<file path="config.mk">
export PLATFORM = sky130hd
export DESIGN_NAME = uart_frame_sequencer
export DESIGN_NICKNAME = d
export VERILOG_FILES = /design/src/rtl/uart_frame_sequencer.sv
export SDC_FILE = /design/constraint.sdc
export NUM_CORES = 1
export LEC_CHECK = 0
export BUFFER_PORTS_ARGS = -buffer_cell sky130_fd_sc_hd__buf_2
export CELL_PAD_IN_SITES_DETAIL_PLACEMENT = 1
export CELL_PAD_IN_SITES_GLOBAL_PLACEMENT = 1
export CORE_ASPECT_RATIO = 2
export CORE_UTILIZATION = 47
export DETAILED_ROUTE_END_ITERATION = 10
export HOLD_SLACK_MARGIN = 0.05
export PLACE_DENSITY = 0.87
export SYNTH_ARGS = -nofsm -noshare
export SYNTH_HDL_FRONTEND = slang
export SYNTH_SLANG_ARGS = --single-unit
</file>
<file path="constraint.sdc">
create_clock -name i_clk -period 2.41 [get_ports i_clk]
set_input_delay 0.241 -clock i_clk [delete_from_list [all_inputs] [get_ports i_clk]]
set_output_delay 0.241 -clock i_clk [all_outputs]
set_load 0.01 [all_outputs]
</file>
<file path="src/rtl/uart_frame_sequencer.sv">
// Collects a fixed-length frame of UART bytes, then retransmits the frame followed by its
// modulo-2^N checksum, with an inter-byte timeout and a sticky overrun flag.
module uart_frame_sequencer #(
   parameter int N_DATA_BITS    = 8,
   parameter int N_WORDS        = 16,
   parameter int TIMEOUT_CYCLES = 1000000
) (
   input  logic                   i_clk,
   input  logic                   i_reset,
   input  logic [N_DATA_BITS-1:0] i_rx_data,
   input  logic                   i_rx_valid,
   input  logic                   i_tx_ready,
   output logic [N_DATA_BITS-1:0] o_tx_data,
   output logic                   o_tx_valid,
   output logic [N_DATA_BITS-1:0] o_sum,
   output logic                   o_sum_valid,
   output logic                   o_busy,
   output logic                   o_timeout_err,
   output logic                   o_overrun
);

   localparam int CW = $clog2(N_WORDS + 1);
   localparam int IW = $clog2(N_WORDS);
   localparam int TW = $clog2(TIMEOUT_CYCLES + 1);
   localparam logic [CW-1:0] LAST_COUNT = CW'(N_WORDS);
   localparam logic [IW-1:0] LAST_IDX   = IW'(N_WORDS - 1);
   localparam logic [TW-1:0] IDLE_MAX   = TW'(TIMEOUT_CYCLES);

   typedef enum logic [1:0] {IDLE, COLLECT, SEND_DATA, SEND_SUM} state_t;

   state_t                 state_q, state_d;
   logic [CW-1:0]          count_q, count_d;
   logic [IW-1:0]          idx_q, idx_d;
   logic [N_DATA_BITS-1:0] run_sum_q, run_sum_d;
   logic [TW-1:0]          idle_q, idle_d;
   logic [N_DATA_BITS-1:0] tx_data_q, tx_data_d;
   logic                   tx_valid_q, tx_valid_d;
   logic [N_DATA_BITS-1:0] sum_q, sum_d;
   logic                   sum_valid_q, sum_valid_d;
   logic                   busy_q, busy_d;
   logic                   timeout_err_q, timeout_err_d;
   logic                   overrun_q, overrun_d;

   logic [N_DATA_BITS-1:0] frame_buf [N_WORDS];
   logic                   buf_we;
   logic [IW-1:0]          buf_waddr;
   logic [N_DATA_BITS-1:0] next_sum;
   logic [IW-1:0]          idx_next;
   logic                   transfer;

   always_comb begin
      state_d       = state_q;
      count_d       = count_q;
      idx_d         = idx_q;
      run_sum_d     = run_sum_q;
      idle_d        = idle_q;
      tx_data_d     = tx_data_q;
      tx_valid_d    = tx_valid_q;
      sum_d         = sum_q;
      sum_valid_d   = 1'b0;
      timeout_err_d = 1'b0;
      overrun_d     = overrun_q;
      buf_we        = 1'b0;
      buf_waddr     = count_q[IW-1:0];
      next_sum      = run_sum_q + i_rx_data;
      idx_next      = idx_q + IW'(1);
      transfer      = tx_valid_q & i_tx_ready;

      case (state_q)
         IDLE: begin
            if (i_rx_valid) begin
               buf_we    = 1'b1;
               buf_waddr = '0;
               run_sum_d = i_rx_data;
               count_d   = CW'(1);
               idle_d    = '0;
               state_d   = COLLECT;
            end
         end
         COLLECT: begin
            // The abort wins over a byte arriving in the same cycle; that byte counts as dropped.
            if (idle_q == IDLE_MAX) begin
               state_d       = IDLE;
               timeout_err_d = 1'b1;
               count_d       = '0;
               run_sum_d     = '0;
               idle_d        = '0;
               if (i_rx_valid) overrun_d = 1'b1;
            end else if (i_rx_valid) begin
               buf_we    = 1'b1;
               run_sum_d = next_sum;
               count_d   = count_q + CW'(1);
               idle_d    = '0;
               if (count_q + CW'(1) == LAST_COUNT) begin
                  state_d     = SEND_DATA;
                  sum_d       = next_sum;
                  sum_valid_d = 1'b1;
                  tx_valid_d  = 1'b1;
                  tx_data_d   = frame_buf[0];
                  idx_d       = '0;
               end
            end else begin
               idle_d = idle_q + TW'(1);
            end
         end
         SEND_DATA: begin
            if (i_rx_valid) overrun_d = 1'b1;
            if (transfer) begin
               if (idx_q == LAST_IDX) begin
                  state_d   = SEND_SUM;
                  tx_data_d = sum_q;
               end else begin
                  idx_d     = idx_next;
                  tx_data_d = frame_buf[idx_next];
               end
            end
         end
         SEND_SUM: begin
            if (i_rx_valid) overrun_d = 1'b1;
            if (transfer) begin
               state_d    = IDLE;
               tx_valid_d = 1'b0;
               count_d    = '0;
               idx_d      = '0;
               run_sum_d  = '0;
            end
         end
         default: state_d = IDLE;
      endcase

      busy_d = (state_d != IDLE);
   end

   always_ff @(posedge i_clk) begin
      if (!i_reset) begin
         state_q       <= IDLE;
         count_q       <= '0;
         idx_q         <= '0;
         run_sum_q     <= '0;
         idle_q        <= '0;
         tx_data_q     <= '0;
         tx_valid_q    <= 1'b0;
         sum_q         <= '0;
         sum_valid_q   <= 1'b0;
         busy_q        <= 1'b0;
         timeout_err_q <= 1'b0;
         overrun_q     <= 1'b0;
      end else begin
         state_q       <= state_d;
         count_q       <= count_d;
         idx_q         <= idx_d;
         run_sum_q     <= run_sum_d;
         idle_q        <= idle_d;
         tx_data_q     <= tx_data_d;
         tx_valid_q    <= tx_valid_d;
         sum_q         <= sum_d;
         sum_valid_q   <= sum_valid_d;
         busy_q        <= busy_d;
         timeout_err_q <= timeout_err_d;
         overrun_q     <= overrun_d;
      end
   end

   // Frame storage carries no reset; stale contents are never read before being rewritten.
   always_ff @(posedge i_clk) begin
      if (buf_we) frame_buf[buf_waddr] <= i_rx_data;
   end

   assign o_tx_data     = tx_data_q;
   assign o_tx_valid    = tx_valid_q;
   assign o_sum         = sum_q;
   assign o_sum_valid   = sum_valid_q;
   assign o_busy        = busy_q;
   assign o_timeout_err = timeout_err_q;
   assign o_overrun     = overrun_q;

endmodule

</file>
==> metrics.md, run 1 <==
| Metric | Value |
|---|---|
| Arrival time at the worst endpoint | about 2600 ps |
| Antenna violations before repair | 0 |
| Global-route wire length before repair | around 36000 um |
| Die area | between 15000 and 20000 sq um |
| Synth warn | 0 |
| Synth Instances | between 600 and 700 |
| HP Start | i_rx_valid |
| Worst setup SP type | flop |
| ANT cells | 0 |
| Top Ports | 33 |
| Syn Std Cell Area | ~8300 sq um |
| Design Area, Final | roughly 9500 sq um |
| Busiest grt layer | met2 |
| MaxCap Viol Count | 0 |
| Critical R2R Capture | o_tx_data[3] |
| Post-synth EDFFs | between 100 and 150 |
| Status | finished, final reports clean |
| Placed inst area | just under 9000 sq um |
| Critical setup path kind | reg -> reg |
| Max Clock Skew | roughly 15 ps |
| Non-Filler Instances | just under 900 |
| Post-CTS Setup Inserts | 0 |
| Worst Hold Class | in -> reg |
| Peak fanout along the critical path | 18 |
| Die X-Extent | just under 100 um |
| Final setup vio count | 0 |
| Drt total wl | 23070 um |
| Layout Nets | slightly below 700 |
| Root buffer cell | clkbuf_16 |
| Yosys top cell area share | 46.17% |
| Peak VDD IR | about 460 uV |
| Slew margin rel. | between 50% and 60% |
| Final setup TNS | 0 ps |
| CP bufs+invs | 2 |
| Synthesized flop and latch total | around 190 |
| Mapped Nets | 630 |
| Sink Count | between 150 and 200 |
| Routed Antenna Nets | 0 |
| Worst Max-Slew Pin Slew | 631.6 ps |
| Slowest-stage cell, CP | a2111oi_1 |
| DRC violation count after routing | 0 |
| Worst path cell trace | ha_1 > buf_12 > mux4_2 > and2b_1 > a2111oi_1 > buf_4 > a2111o_1 > a21oi_1 |
| CTS tree | built |
| Vias in the first global route | between 6000 and 7000 |
| Row count | slightly below 70 |
| Inst Count DP | about 860 |
| Final worst slack | approximately 72 ps |
| RePlAce Congestion | 0.8631 |
| Post-synth ARST share | 0% |
| R2r setup slk | roughly 72 ps |
| Largest stage delay on the critical path | around 520 ps |
| Required @ worst endpoint | approximately 2700 ps |
| Worst-path clk slew | 70 ps |
| Hold path cells | 3 |
| Met1 GRT Util | between 20 and 30% |
| Seq/Total Area, Yosys | ~61% |
| DRT Pass-1 Iters | 5 |
| Area of the multi-input gates | 3105 sq um |
| Crit path time final | approximately 2300 ps |
| Commonest non-fill, non-tap cell in the layout | edfxtp_1 |
| Commonest cells after routing, fill and taps aside | 128 x edfxtp_1, 59 x dfxtp_1, 45 x nand2_1 |
| Final Hold Vio Count | 0 |
| CTS H-tree lvls | 4 |
| Largest net degree at the start of global routing | 36 |
| Hold Path End | o_overrun |
| CP Capture Type | flop |
| PnR Total Power | between 6 and 7 mW |
| Pwr Density | about 680 nW/um^2 |
| Vias | 5642 |
| Cell taking the most area after synthesis | edfxtp_1 |
| Fraction of layout cells with a size suffix above 1 | 24.08% |
| Synth area leaders | edfxtp_1 46%, dfxtp_1 14%, mux4_2 7.3%, nand2_1 2.1%, a21oi_1 1.9% |
| Final Core Density | a little under three fifths |
| Initial DRC count | between 300 and 400 |
| Levels on crit path | 8 |
| Hold_ws | approximately 240 ps |
| Drt wl/cell | ~26 um |
| Mean Syn Cell Area | around 14 sq um |
| Grt total ovfl | 0 |
| CTS Buf Count | 17 |
| Fillers | around 1700 |
| GR Layer Usage met3 | 4.545% |
| Die span in y | ~190 um |
| RSZ-0062 raised after global routing | false |
| Area Growth Syn to Fin | 14.72% |
| Storage cell area | just over 5000 sq um |
| Worst-Skew Late Latency | between 400 and 500 ps |
| DP HPWL | about 17000 um |
| LEAKAGE | 3.243 nW |
| Cells on worst reg2reg path | 8 |
| Max Clk Rate | about 0.43 GHz |
| Count of cell types in the netlist | between 70 and 80 |
| Critical path startpoint | idx_q[0] |
| Overall Global Routing Usage | 27.33% |
| Final Max Slew Viols | 0 |
| Synth Flop Type | edfxtp_1 |
| Vias per cell | 6.332 |
| Maximum buffer depth of the clock tree | 2 |
| Final Cycle Share | a little over nine tenths |
| Reg2reg start | idx_q[0] |
| GR Util met2 | between 40 and 50% |
| Initial core utilization | 48.20% |
| Placement Setup Slack | -125.3 ps |
| Core ar. | roughly 17000 sq um |
| IO buf count | 32 |
| Critical path's top delay family | compound AO/OA/AOI/OAI gates |
[synth_stat cells (6+ instances only)]
master     number
nor3_1          9
xor2_1         14
o22ai_1         8
ha_1           12
nor2_1         36
edfxtp_1      128
nand3_1        22
o21ai_0        17
mux4_2         27
a2111oi_0       7
nand2b_1       10
mux2i_1        14
a31oi_1         8
dfxtp_1        60
buf_4           6
nor2b_1         9
nand2_1        46
buf_2           8
a2111o_1        7
a21oi_1        31
and3_1          7
inv_1           8
clkbuf_1       13
[worst reg2reg max path, stage by stage, from the launching register on]
cell       delay [ps]
dfxtp_2           340
ha_1              340
buf_12            180
mux4_2            290
and2b_1           180
a2111oi_1         520
buf_4             200
a2111o_1          100
a21oi_1            60
[layout make-up]
| type | count | share of cell area (%) |
|---|---|---|
| clock buffer | 21 | 5.045 |
| clock inverter | 11 | 0.8779 |
| inverter | 9 | 0.3538 |
| multi-input combinational | 375 | 32.52 |
| sequential | 188 | 52.84 |
| tap | 210 | 2.752 |
| timing repair buffer | 77 | 5.608 |
[kinds of logic after synthesis]
logic type      count (synthesis)  share of synthesized area (%)
flops                         188                          60.60
simple gates                  180                          11.50
compound gates                117                          10.45
mux                            46                          10.57
buf+inv                        42                          2.841
xor+xnor                       19                          1.999
fa+ha+maj                      13                          2.044
[report_power, final]
group          switching (mW)  leakage [nW]  internal (mW)
sequential             0.0203          1.64           3.47
combinational           0.239          1.32          0.108
clock                    1.21         0.277           1.45
total                    1.47          3.24           5.02
[worst max path at each step]
stage                        to
6_report           o_tx_data[3]
5_1_grt                idx_q[1]
4_1_cts         frame_buf[8][5]
3_5_place_dp       o_tx_data[3]
3_3_place_gp       o_tx_data[3]
2_1_floorplan  frame_buf[12][0]
[state kept, by name (all words and copies together) (netlist names)]
register,cells
count_q,5
frame_buf,128
idle_q,20
idx_q,4
o_busy,1
o_overrun,1
o_sum,8
o_sum_valid,1
o_timeout_err,1
o_tx_data,8
o_tx_valid,1
run_sum_q,8
state_q,2
[layer usage]
metal  share of wire [%]  wire length [um]
met5                   0                 0
met4                 6.9              1589
met3                 4.2               963
met2                  55             12610
met1                  34              7901
[repair_timing]
action / 4_1_cts / 5_1_grt
endpoints found under the setup margin: 10 / 39
resized for setup: 3 / 5
pin swaps: 0 / 0
cloned: 0 / 0
hold buffers: 0 / 0
Power figures use the tool's default switching activity.
==> inputs of run 2 (changes only) <==
--- a/config.mk
+++ b/config.mk
@@ -6,6 +6,7 @@
 export NUM_CORES = 1
 export LEC_CHECK = 0
 export BUFFER_PORTS_ARGS = -buffer_cell sky130_fd_sc_hd__buf_2
+export CAP_MARGIN = 0
 export CELL_PAD_IN_SITES_DETAIL_PLACEMENT = 1
 export CELL_PAD_IN_SITES_GLOBAL_PLACEMENT = 1
 export CORE_ASPECT_RATIO = 2
==> constraint.sdc (replaced) <==
create_clock -name i_clk -period 2.41 [get_ports i_clk]
set_input_delay 0 -clock i_clk [delete_from_list [all_inputs] [get_ports i_clk]]
set_output_delay 0 -clock i_clk [all_outputs]
set_load 0.01 [all_outputs]
==> run 2 against run 1 <==
Net effect: utilization increased by 0.28 points; design area increased by 0.51%; power increased by 4.3%; via count increased by 1.7%; largest power group unchanged; sequential power about the same; clock skew decreased by 6.8 ps; clock power increased by 10%; first-iteration DRC count increased by 12%.
==> metrics.md, run 2 (synthesis gave the netlist of run 1 again) <==
| Metric | Value |
|---|---|
| Drt wl/cell | 27.78 um (+7.3%) |
| Slew margin rel. | 55.38% (-2.2 points) |
| Row count | 68 (unchanged) |
| MaxCap Viol Count | 0 (unchanged) |
| Largest reg by FF count | frame_buf |
| Post-CTS Setup Inserts | 0 (unchanged) |
| Logic pwr share | 5.3% (about the same) |
| Peak fanout along the critical path | 8 (-10) |
| Worst setup SP type | flop |
| DP HPWL | 17510 um (+2.6%) |
| Regs by FF count | frame_buf: 128 flops, idle_q: 20 flops |
| PnR Total Power | 6.773 mW (+4.3%) |
| Antenna violations before repair | 0 (unchanged) |
| DRC violation count after routing | 0 (unchanged) |
| DRT Pass-1 Iters | 7 (+2) |
| Fillers | 1718 (+1.0%) |
| Worst Setup EP | frame_buf[9][6] |
| Area of the multi-input gates | 3095 sq um (-0.32%) |
| Largest stage delay on the critical path | 360 ps (-160 ps) |
| Reg2reg start | idle_q[0] |
| Sink Count | 188 (unchanged) |
| Vias in the first global route | 6176 (+0.39%) |
| Layout Nets | 694 (+0.14%) |
| Fraction of layout cells with a size suffix above 1 | 23.46% (-0.62 points) |
| Vias per cell | 6.430 (+1.6%) |
| Final setup TNS | 0 ps (unchanged) |
| Global-route wire length before repair | 37340 um (+4.8%) |
| Commonest non-fill, non-tap cell in the layout | edfxtp_1 |
| Maximum buffer depth of the clock tree | 2 (unchanged) |
| Cells on worst reg2reg path | 8 (unchanged) |
| Initial core utilization | 48.20% (unchanged) |
| Die span in y | 190.2 um (unchanged) |
| Critical setup path kind | reg -> reg |
| CP bufs+invs | 2 (unchanged) |
| Area Growth Syn to Fin | 15.30% |
| Commonest cells after routing, fill and taps aside | 128 x edfxtp_1, 58 x dfxtp_1, 45 x nand2_1 |
| CP Capture Type | flop |
| Worst path cell trace | inv_1 > ha_1 > nor4bb_1 > and3_2 > a21oi_4 > nand3b_1 > nor2_1 > buf_4 |
| Arrival time at the worst endpoint | 2460 ps (-180 ps) |
| Part of the power in the clock network | 43.2% (+2.3 points) |
| Worst Hold Class | in -> reg |
| Placement Setup Slack | -1.061 ps (+124.3 ps) |
| Drt total wl | 24780 um (+7.4%) |
| Core ar. | 17270 sq um (unchanged) |
| Worst Max-Slew Pin Slew | 664.3 ps (+32.69 ps) |
| Critical R2R Capture | frame_buf[9][6] |
| Die area | 18280 sq um (unchanged) |
| Final Hold Vio Count | 0 (unchanged) |
| CTS Buf Count | 17 (unchanged) |
| Root buffer cell | clkbuf_16 |
| ANT cells | 0 (unchanged) |
| Final setup vio count | 0 (unchanged) |
| Levels on crit path | 8 (unchanged) |
| Required @ worst endpoint | 2560 ps (-150 ps) |
| Inst Count DP | 853 (-0.70%) |
| Worst-Skew Late Latency | 440 ps (about the same) |
| Die X-Extent | 96.11 um (unchanged) |
| Routed Antenna Nets | 0 (unchanged) |
| Slowest-stage cell, CP | dfxtp_1 |
| IO buf count | 32 (unchanged) |
| Worst-path clk slew | 70 ps (about the same) |
| CTS H-tree lvls | 4 (unchanged) |
| Final Cycle Share | 96.11% (-0.91 points) |
| Final worst slack | 93.75 ps (+22.03 ps) |
| RePlAce Congestion | 0.8866 (+2.7%) |
| Grt total ovfl | 0 (unchanged) |
| Storage cell area | 5047 sq um (about the same) |
| Status | finished, final reports clean |
| Largest net degree at the start of global routing | 36 (unchanged) |
| Net Sw Frac | 23.76% (+1.1 points) |
| Vias | 5736 (+1.7%) |
| Crit path time final | 2316 ps (-22.03 ps) |
| R2r setup slk | 90 ps (+20 ps) |
| NetSw | 1.609 mW (+9.4%) |
| Power share of the sequential group | 51.5% (-2.2 points) |
| Critical path's top delay family | simple AND/OR/NAND/NOR gates |
| Peak VDD IR | 497.0 uV (+9.0%) |
| Pwr Density | 705.7 nW/um^2 (+3.7%) |
| Initial DRC count | 386 (+12%) |
| Non-Filler Instances | 892 (+0.11%) |
| Overall Global Routing Usage | 29.24% (+1.9 points) |
| Largest register FFs | 128 (unchanged) |
| Final Max Slew Viols | 0 (unchanged) |
| LEAKAGE | 3.245 nW (about the same) |
| Max Clock Skew | 8.388 ps (-6.830 ps) |
| Internal Power | 5.164 mW (+2.8%) |
| CTS tree | built |
| Top Ports | 33 (unchanged) |
| Max Clk Rate | 0.4317 GHz (+0.95%) |
| Critical path startpoint | idle_q[0] |
-- run 2: routing by layer --
layer  global-route usage (%)  wire length [um]
met5                        0                 0
met3                    5.582              1243
met2                    53.30             13850
met1                    29.16              8130
met4                    18.48              1556
-- run 2: final cells by class --
| cell class | count | area share [%] |
|---|---|---|
| well taps | 210 | 2.738 |
| multi-input cells | 375 | 32.25 |
| inverters | 9 | 0.3520 |
| clock inverters | 14 | 1.890 |
| repair buffers | 78 | 5.710 |
| flip-flops and latches | 188 | 52.59 |
| clock buffers | 18 | 4.471 |
-- run 2: worst min-delay path by stage --
stage	to	startpoint	slack, ps	cells past startpoint
3_3_place_gp	frame_buf[7][5]	i_rx_data[5]	290	1
5_1_grt	frame_buf[15][3]	i_rx_data[3]	80	2
2_1_floorplan	frame_buf[0][0]	i_rx_data[0]	100	0
4_1_cts	o_sum[0]	i_rx_data[0]	60	4
6_report	frame_buf[15][3]	i_rx_data[3]	80	2
3_5_place_dp	frame_buf[7][5]	i_rx_data[5]	290	1
-- run 2: worst reg2reg max path, stage by stage, from the launching register on --
cell and delay, ps:
dfxtp_1 360, inv_1 90, ha_1 220, nor4bb_1 140, and3_2 270, a21oi_4 260
nand3b_1 270, nor2_1 210, buf_4 210
-- run 2: what timing repair did --
action | CTS | global route
endpoints found under the setup margin | 4 | 25
hold buffers | 7 | 0
gates resized for setup | 2 | 7
hold endpoints to repair | 47 | 0
-- run 2: power groups by stage --
| stage | logic, mW | registers [mW] | clock network, mW |
|---|---|---|---|
| 3_3_place_gp | 0.315 | 3.56 | 0 |
| 4_1_cts | 0.354 | 3.49 | 2.96 |
| 2_1_floorplan | 0.191 | 3.55 | 0 |
| 6_report | 0.360 | 3.49 | 2.93 |
| 3_5_place_dp | 0.339 | 3.56 | 0 |
| 5_1_grt | 0.384 | 3.49 | 3.04 |
-- run 2: per-stage QoR --
stage                     hold WS, ps  util [%]  area [sq um]
final                           83.18     55.57          9598
after global routing            75.16     55.57          9598
after CTS                       61.32     55.43          9573
after detailed placement        291.3     51.43          8884
after global placement          285.3     51.43          8884
after floorplan                 98.87         -          8324
